### src/rtl/sat_counter.sv
// rtl/sat_counter.sv - clearable up-counter that sticks at its maximum value
module sat_counter #(
  parameter int ERR_W = 8
) (
  input  logic             clk,
  input  logic             rst_n,
  input  logic             clr,
  input  logic             inc,
  output logic [ERR_W-1:0] count
);

  logic [ERR_W-1:0] r_count;

  always_ff @(posedge clk or negedge rst_n) begin
    if (!rst_n) begin
      r_count <= '0;
    end else if (clr) begin
      r_count <= '0;
    end else if (inc && !(&r_count)) begin
      r_count <= r_count + 1'b1;
    end
  end

  assign count = r_count;

endmodule

### config.mk
export PLATFORM = sky130hd
export DESIGN_NAME = sat_counter
export DESIGN_NICKNAME = d
export VERILOG_FILES = /design/src/rtl/sat_counter.sv
export SDC_FILE = /design/constraint.sdc
export NUM_CORES = 1
export LEC_CHECK = 0
export ABC_CLOCK_PERIOD_IN_PS = 1600
export BUFFER_PORTS_ARGS = -buffer_cell sky130_fd_sc_hd__buf_2
export CORE_MARGIN = 1
export CORE_UTILIZATION = 25
export DETAILED_ROUTE_END_ITERATION = 12
export GPL_ROUTABILITY_DRIVEN = 0
export HOLD_SLACK_MARGIN = 0.02
export PLACE_DENSITY = 0.42
export SYNTH_ARGS = -nofsm -noshare
export SYNTH_HDL_FRONTEND = slang
export SYNTH_SLANG_ARGS = --single-unit
### constraint.sdc
create_clock -name clk -period 1.6 [get_ports clk]
set_clock_uncertainty 0.05 [all_clocks]
set_input_delay 0.32 -clock clk [delete_from_list [all_inputs] [get_ports clk]]
set_output_delay 0.32 -clock clk [all_outputs]
set_load 0.01 [all_outputs]
* Yosys cells after proc, flatten, opt, wreduce, memory -nomap -nowiden
Index checks and enable logic that the tools add are counted.
** Operators by class
- Add/sub/neg operators :: 1
- Multiplexer cells :: 2
- Reduce and logical (&&, ||, !) cells :: 4
** Operator list (number)
- two-way mux 8 bit :: 2
- adder 8 x 1 -> 8 bit (second input constant) :: 1
- AND reduction 8 bit :: 1
- nonzero test 2 bit :: 1
- logical AND 1 bit :: 1
- logical NOT 1 bit :: 1
** Word-level totals
- Bits of input ports :: 4
- Bits in registers :: 8

* Logic depth before layout (Yosys ltp)
Gate-level depths: netlist of the first run.
- Depth after elaboration :: 5
- Depth in mapped cells :: 4
- Mapped depth without buffers :: 4

* Worst setup path before layout of the first run
No wires, ideal clock.
- Path kind :: register to register
- From :: reg r_count[0], in the netlist count[0]
- To :: reg r_count[5], in the netlist count[5]
- Cell stages (with the launch flop) :: 5
- Arrival :: 1459 ps
- Path buffers :: 0
- Slack :: -34 ps
- Required time :: 1425 ps
- Path through :: dfrtp_1 > ha_1 > and3_2 > a211oi_2 > mux2_4
** On the way
- Cells in the longest elaborated chain, start to end :: 4
- Elaborated cells on any way between the ends :: 7
** Ends and longest elaborated chain
- start: declaration :: line 12 : logic [ERR_W-1:0] r_count;
- start signal: assignment :: line 20 : r_count <= r_count + 1'b1;
- branches (longest 4 deep; another with adder 8 x 1 -> 8 bit)
Parallel ways; which one is timed is not known. The select of a mux whose other input is x is not followed.
A chain may end at the register's enable or synchronous reset.

* Final worst setup path of the first run
- From :: reg r_count[1], in the netlist count[1]
- To :: reg r_count[5], in the netlist count[5]
Same word-level chain as after synthesis.

==> results.md, run 1 <==
- The die covers 0.00221 sq mm.
- The minimum setup slack after placement is 83.5 ps.
- The via count of the first global-routing pass was 425.
- The clock tree from TritonCTS is yes.
- The share of total power dissipated in the clock network is 0.367.
- The clock latency on the worst-skew pair is 250 ps.
- The share of total power dissipated in combinational logic is 0.128.
- The total routing usage reported by global routing is 0.125.
- Of the cells placed in the final design, the portion with a size suffix greater than 1 is 0.463.
- The Yosys warning count is 0.
- The clock transition at the register clock pins on the worst setup and hold paths after CTS is 50 ps.
- The terminus of the critical flop-to-flop path is count[5].
- The sequential cell area fraction in the yosys report is 0.396.
- For the final routed database, the setup TNS stands at 0 ps.
- The final worst slack is 80.7 ps.
- Clock tree synthesis selected as its root buffer the cell sky130_fd_sc_hd__clkbuf_4.
- The post-synthesis adder-cell area fraction is 0.0248.
- In this run the core area contains 15 standard-cell rows.
- The XOR/XNOR share of the synthesized area is 0.
- Buffers placed on the I/O ports in this run total 11.
- The count of different cell masters after synthesis is 25.
- The synthesized design spends more area on one cell type than any other, namely sky130_fd_sc_hd__dfrtp_1.
- For this run, asynchronously set or reset flops after synthesis account for 1.00.
- The arrival time reported for the critical path endpoint is between 1500 and 2000 ps.
- The core region is 0.00180 sq mm.
- The synthesized-area fraction occupied by ao, oa, aoi and oai cells was 0.166.
- The post-CTS repair timing setup buffer count is 0.
- The synthesized design contains 8 register bits.
- The largest fanout of any net on the critical path is 3.
- The finished layout holds 92 standard cells, fillers aside.
- The number of enable flip-flop cells after synthesis is 0.
- The power density over the cells is between 600 and 700 mW/mm^2.
- The maximum number of buffers from clock root to sink is 2.
- The hold violation count in the final report was 0.
- In the finished design, the share of the clock period the worst path needs comes to 0.950.
- Synthesis produced a netlist with a net count of 52.
- The ratio of routed vias to standard cells is 4.93.
- The detail route stage leaves a number of antenna-violating nets equal to 0.
- The cell with the most instances after synthesis is sky130_fd_sc_hd__dfrtp_1.
- The core utilization of the finished layout is 0.369.
- Clock tree synthesis inserted a total of 3 buffers.
- The number of hold buffers added after CTS was 1.
- The total vias in the final route is 454.
- The simple-gate share of the synthesized area is 0.245.
- The max-slew headroom at the worst pin is 0.777.
- The classification of the worst setup path is reg2reg.
- The initial standard-cell utilization of the core is 0.281.
- The setup slack of the worst register-to-register path is 80 ps.
- The starting DRC count in detailed routing is 3.
- The switching power total is ~100 uW.
- Setup violations remaining at the end of the flow were counted as 0.
- The hold path startpoint is clr.
- Wires add up to 1.15 mm.
- Entering global routing, the biggest net connects 14 pins.
- Counting I/O delays and the setup requirement, the final critical path takes 1520 ps.
- Of the post-synthesis cell area, the dominant cell type holds 0.396.
- The type of the tightest min-delay check is in2reg.
- The worst hold path terminates at count[2].
- In the synthesized netlist, the number of instances is 47.
- The number of cells on the worst reg-to-reg path is 4.
- The repair_antennas step left the layout with diodes totalling 0.
- From left edge to right edge, the die measures 47.0 um.
- The I/O pin count is 12.
- The final layout contains 74 nets.
- By count the netlist is led by sky130_fd_sc_hd__dfrtp_1 (8), sky130_fd_sc_hd__mux2_4 (4), sky130_fd_sc_hd__nor2_1 (4), sky130_fd_sc_hd__nor2b_1 (4).
- The share of total power dissipated in sequential elements is 0.505.
- The detailed-router iteration count before antenna repair is 4.
- The mux contribution to synthesized area is 0.139.
- From synthesis to final layout, the design area changed by 31.4%.
- A synthesized cell averages between 10 and 15 sq um.
- The number of antenna violations at the first check in global routing was 0.
- The first global-routing pass estimated 1.83 mm of wire.
- The dominant combinational cell family by area after synthesis is simple AND/OR/NAND/NOR gates.
- Setup repair after global routing left no endpoint under its margin.
- STA classifies the critical path endpoint as a flop.
- The die height is 47.0 um.
- For this design the static power due to leakage is 0.000314 uW.
- The internal power of the cells totals 319 uW.
- Of the total power, the share spent switching nets is 0.236.
- The flip-flop count of the largest register after layout is 8.
- The number of slew-limit violations in the final report is 0.
- At the pin with the least slew margin, the transition time is 334 ps.
- In the synthesized netlist the dominant register cell turns out to be sky130_fd_sc_hd__dfrtp_1.
- By area the synthesized netlist is led by sky130_fd_sc_hd__dfrtp_1 (40%), sky130_fd_sc_hd__mux2_4 (12%), sky130_fd_sc_hd__nor2b_1 (5.0%), sky130_fd_sc_hd__a21oi_2 (3.5%), sky130_fd_sc_hd__and4_1 (3.5%).
- Dividing the detail-routed wire length by the instance count gives 12.5 um.
- The number of sinks handled by clock tree synthesis is 8.
- The achievable frequency is 658 MHz.
- The H-tree depth is 1.
- The tool flagged a number of max-cap violations equal to 0.
- The worst register-to-register path begins at count[1].
- The flow ran to the end, and the final reports show no timing, DRC or antenna violations.
- The worst supply voltage drop on vdd is 0.309 mV.
- The number of placed instances with taps included is between 80 and 90.
- The number of gates given a new drive strength after cts is 0.
- Counting instances, the worst hold path has a depth of 2.
- The cell area after synthesis is 505 sq um.
- The final routed DRC violation total is 0.
- The overall overflow remaining after global route is 0.
- The required time at the endpoint of the critical path is 1690 ps.
- The design draws about 420 uW.
- The sum of net half-perimeters after detailed placement is 863 um.
- The worst setup path is launched from a flop.
-- power by group through the flow --
| stage | clock (uW) | combinational, uW | sequential (uW) |
|---|---|---|---|
| 3_3_place_gp | 0 | 52.5 | 214 |
| 3_5_place_dp | 0 | 52.2 | 214 |
| 6_report | 153 | 53.6 | 211 |
| 2_1_floorplan | 0 | 20.4 | 219 |
| 5_1_grt | 174 | 61.1 | 211 |
| 4_1_cts | 162 | 54.4 | 211 |
-- placed cells by master (no fill, tap or decap), types with 2 or more instances in the layout --
| cell | netlist | final |
|---|---|---|
| sky130_fd_sc_hd__nand4_1 | 2 | 2 |
| sky130_fd_sc_hd__mux2_4 | 4 | 4 |
| sky130_fd_sc_hd__and4_1 | 2 | 2 |
| sky130_fd_sc_hd__nand2b_1 | 2 | 2 |
| sky130_fd_sc_hd__a21oi_2 | 2 | 2 |
| sky130_fd_sc_hd__buf_2 | 0 | 11 |
| sky130_fd_sc_hd__nor2_1 | 4 | 4 |
| sky130_fd_sc_hd__nor2b_1 | 4 | 4 |
| sky130_fd_sc_hd__a21oi_1 | 2 | 2 |
| sky130_fd_sc_hd__clkbuf_4 | 0 | 3 |
| sky130_fd_sc_hd__buf_4 | 0 | 7 |
| sky130_fd_sc_hd__dfrtp_1 | 8 | 8 |
| sky130_fd_sc_hd__nand2_1 | 2 | 2 |
-- metal layers --
layer  track usage  share of wire
met5             0              0
met4        0.0343              0
met3        0.0692          0.054
met2         0.200           0.49
met1         0.145           0.45
-- how the worst max path moves through the flow --
stage	start	depth (start not counted)	slack (ps)	to
floorplan	count[0]	4	5	count[5]
global placement	count[0]	4	110	count[5]
detailed placement	count[0]	4	80	count[5]
CTS	count[0]	4	80	count[5]
global route	count[0]	4	50	count[5]
finish	count[1]	4	80	count[5]
-- logic make-up after synthesis --
kind of cell	after synthesis
AND/OR/NAND/NOR	21
AO/OA/AOI/OAI	10
flip-flops	8
multiplexers	5
buffers and inverters	2
adder cells (fa/ha/maj)	1
-- critical path, stage by stage, from the launching register on --
cell and delay, ps:
sky130_fd_sc_hd__dfrtp_1 390, sky130_fd_sc_hd__ha_2 180, sky130_fd_sc_hd__and3_2 230, sky130_fd_sc_hd__a211oi_2 250
sky130_fd_sc_hd__mux2_4 310
-- layout make-up --
| class | count | area (sq um) |
|---|---|---|
| clock buffer | 3 | 22.5 |
| fill | 198 | 1140 |
| sequential | 8 | 200 |
| timing repair buffer | 19 | 118 |
| multi-input combinational | 37 | 293 |
| tap | 25 | 31.3 |
-- metrics by stage --
| stage | area, sq um | hold WS (ps) |
|---|---|---|
| 2_1_floorplan | 508 | -25.6 |
| 3_3_place_gp | 632 | 129 |
| 3_5_place_dp | 632 | 126 |
| 4_1_cts | 664 | 352 |
| 5_1_grt | 664 | 365 |
| 6_report | 664 | 353 |
(Power assumes the default switching activity.)
==> run 2, diff against run 1 <==
GPL_ROUTABILITY_DRIVEN = default   (was 0)
PLACE_DENSITY = 0.46   (was 0.42)
==> run 2 against run 1 <==
Effect of this change: flip-flop and latch count unchanged; sequential power about the same; via count down 0.88%.
==> results.md, run 2 (synthesis results as in run 1) <==
- The final routed DRC violation total is 0.
- The cell family contributing the most delay on the critical path is flip-flops.
- The flow ran to the end, and the final reports show no timing, DRC or antenna violations.
- The finished layout holds between 90 and 100 standard cells, fillers aside.
- The first global-routing pass estimated 1.88 mm of wire.
- The detailed-router iteration count before antenna repair is 4.
- Measured against its own limit, the worst slew margin works out to 0.784.
- STA classifies the critical path startpoint as a flop.
- The critical path is of the reg2reg type.
- After layout, the design draws a total of 421 uW.
- The number of gates given a new drive strength after cts is 0.
- Input and output buffers added on the ports amount to 11.
- For hold timing, the worst endpoint is count[7].
- The critical path contains buffers and inverters numbering 0 combined.
- The setup slack of the worst register-to-register path is 70 ps.
- The detail route stage leaves a number of antenna-violating nets equal to 0.
- The area of the die is 0.00221 sq mm.
- The total vias in the final route is 450.
- The hold path startpoint is clr.
- The share of layout cells above drive strength 1 is 0.471.
- Measured along the x axis, the die boundary spans 47.0 um.
- In the layout the commonest cells are sky130_fd_sc_hd__buf_2 (11), sky130_fd_sc_hd__dfrtp_1 (8), sky130_fd_sc_hd__buf_4 (8).
- The instance area at placement is 639 sq um.
- Data on the critical path arrives at its endpoint at 1620 ps.
- In this run the power density over the cells is 626 mW/mm^2.
- The routability congestion estimate is roughly 0.73.
- The slowest library cell on the worst path is sky130_fd_sc_hd__dfrtp_1.
- TritonCTS built the clock tree.
- The worst hold path stage count is 2.
- The setup TNS after final layout is 0 ps.
- The number of placed instances with taps included is 89.
- Setup repair after global routing left no endpoint under its margin.
- The worst register-to-register path has a depth of 4.
- The number of antenna violations at the first check in global routing came to 0.
- The clock latency on the worst-skew pair is approximately 250 ps.
- The maximum number of buffers from clock root to sink is 2.
- The H-tree depth is 1.
- The detailed router finished its first iteration with 12 violations.
- The via count of the first global-routing pass is 417.
- The wire-length estimate of the detail-placed layout is slightly below 900 um.
- The final design area excluding fillers is 672 sq um.
- The total length of routed wires is between 1 and 1.5 mm.
- The area growth from synthesis to layout is 32.9%.
- The TritonCTS buffer count is 3.
- The cell at the root of the clock tree is sky130_fd_sc_hd__clkbuf_4.
- The terminus of the critical flop-to-flop path is count[5].
- The total routing usage reported by global routing is 0.135.
- The ratio of routed vias to standard cells is 4.84.
- Walking the worst path, the cells encountered are ha_2 > and3_2 > a211oi_2 > mux2_4.
- The initial standard-cell utilization of the core is 0.281.
- The worst path needs 1530 ps of the cycle, external delays included.
- The number of nets in the finished design is 75.
- The row count is 15.
- The most common cell after layout, fill and taps aside is sky130_fd_sc_hd__buf_2.
- IR analysis of the VDD net gives a maximum drop of around 0.30 mV.
- The pin count of the biggest net entering global routing is 14.
- The largest single stage delay on the critical path is 380 ps.
- The number of antenna diodes in the final layout is 0.
- In the finished design, the share of the clock period the worst path needs comes to 0.954.
- The clock transition at the register clock pins on the worst setup and hold paths after CTS is 50 ps.
- Derived from the worst setup path, the maximum achievable clock frequency is 655 MHz.
- The number of slew-limit violations in the final report is 0.
- The startpoint of the worst-slack reg-to-reg timing path is count[0].
- The flip-flop count of the largest register after layout is 8.
- The final count of negative-setup-slack endpoints is 0.
- The I/O pin count is 12.
- After clock tree synthesis, the setup repair step added 0 buffers.
- The type of the tightest min-delay check is in2reg.
- The die height is 47.0 um.
- Summed over all layers, the global routing overflow is 0.
- The hold violation count in the final report was 0.
- At the worst endpoint, the required time is between 1500 and 2000 ps.
- At the pin with the least slew margin, the transition time is ~320 ps.
- The worst setup path is captured at a flop.
- The largest fanout of any net on the critical path is 3.
- The layout has 197 filler cells.
- The max-cap violation count is 0.
- The placeable core region is 0.00180 sq mm.
- The tree built by TritonCTS fans out to 8 sinks.
- For this design the static power due to leakage is 0.000319 uW.
- The final routed wire length divided by cell count is 12.7 um.
==> run 2: metal layers <==
metal / vias up / part of all wire / GRT usage
li1: 220 / - / -
met4: 0 / 0.019 / 0.0743
met2: 11 / 0.43 / 0.172
met1: 217 / 0.50 / 0.180
met3: 2 / 0.044 / 0.0692
met5: - / 0 / 0
==> run 2: metrics by stage <==
stage / util / worst slack, ps / hold WS [ps]
after CTS: 0.373 / 70.2 / 344
after floorplan: - / 4.75 / -25.6
after global routing: 0.373 / 13.7 / 368
after detailed placement: 0.355 / 76.0 / 134
final: 0.373 / 74.4 / 357
after global placement: 0.355 / 103 / 136
==> run 2: worst register-to-register path: stages, from the launching register on <==
cell,delay [ps]
sky130_fd_sc_hd__dfrtp_1,380
sky130_fd_sc_hd__ha_2,190
sky130_fd_sc_hd__and3_2,230
sky130_fd_sc_hd__a211oi_2,250
sky130_fd_sc_hd__mux2_4,320
==> run 2: cell type report <==
class                           instances  area [sq um]  area share
Clock buffer                            3          22.5      0.0335
Tap cell                               25          31.3      0.0466
Multi-Input combinational cell         37           293       0.436
Sequential cell                         8           200       0.298
Timing Repair Buffer                   20           125       0.186
==> run 2: worst max-delay path by stage <==
stage | endpoint | cells past startpoint | from
CTS | count[5] | 4 | count[0]
global route | count[5] | 4 | count[0]
finish | count[5] | 4 | count[0]
detailed placement | count[5] | 4 | count[0]
floorplan | count[5] | 4 | count[0]
global placement | count[5] | 4 | count[0]
==> run 2: timing repair <==
action	in CTS	in global routing
hold buffers	1	0
setup endpoints to repair	0	0
endpoints found under the hold margin	8	0
==> run 2: where the power goes <==
part           total [uW]  switching [uW]  internal, uW
logic                54.7            28.4          26.3
clock network         156            69.9          85.9
registers             210            2.97           207
total                 421             101           320
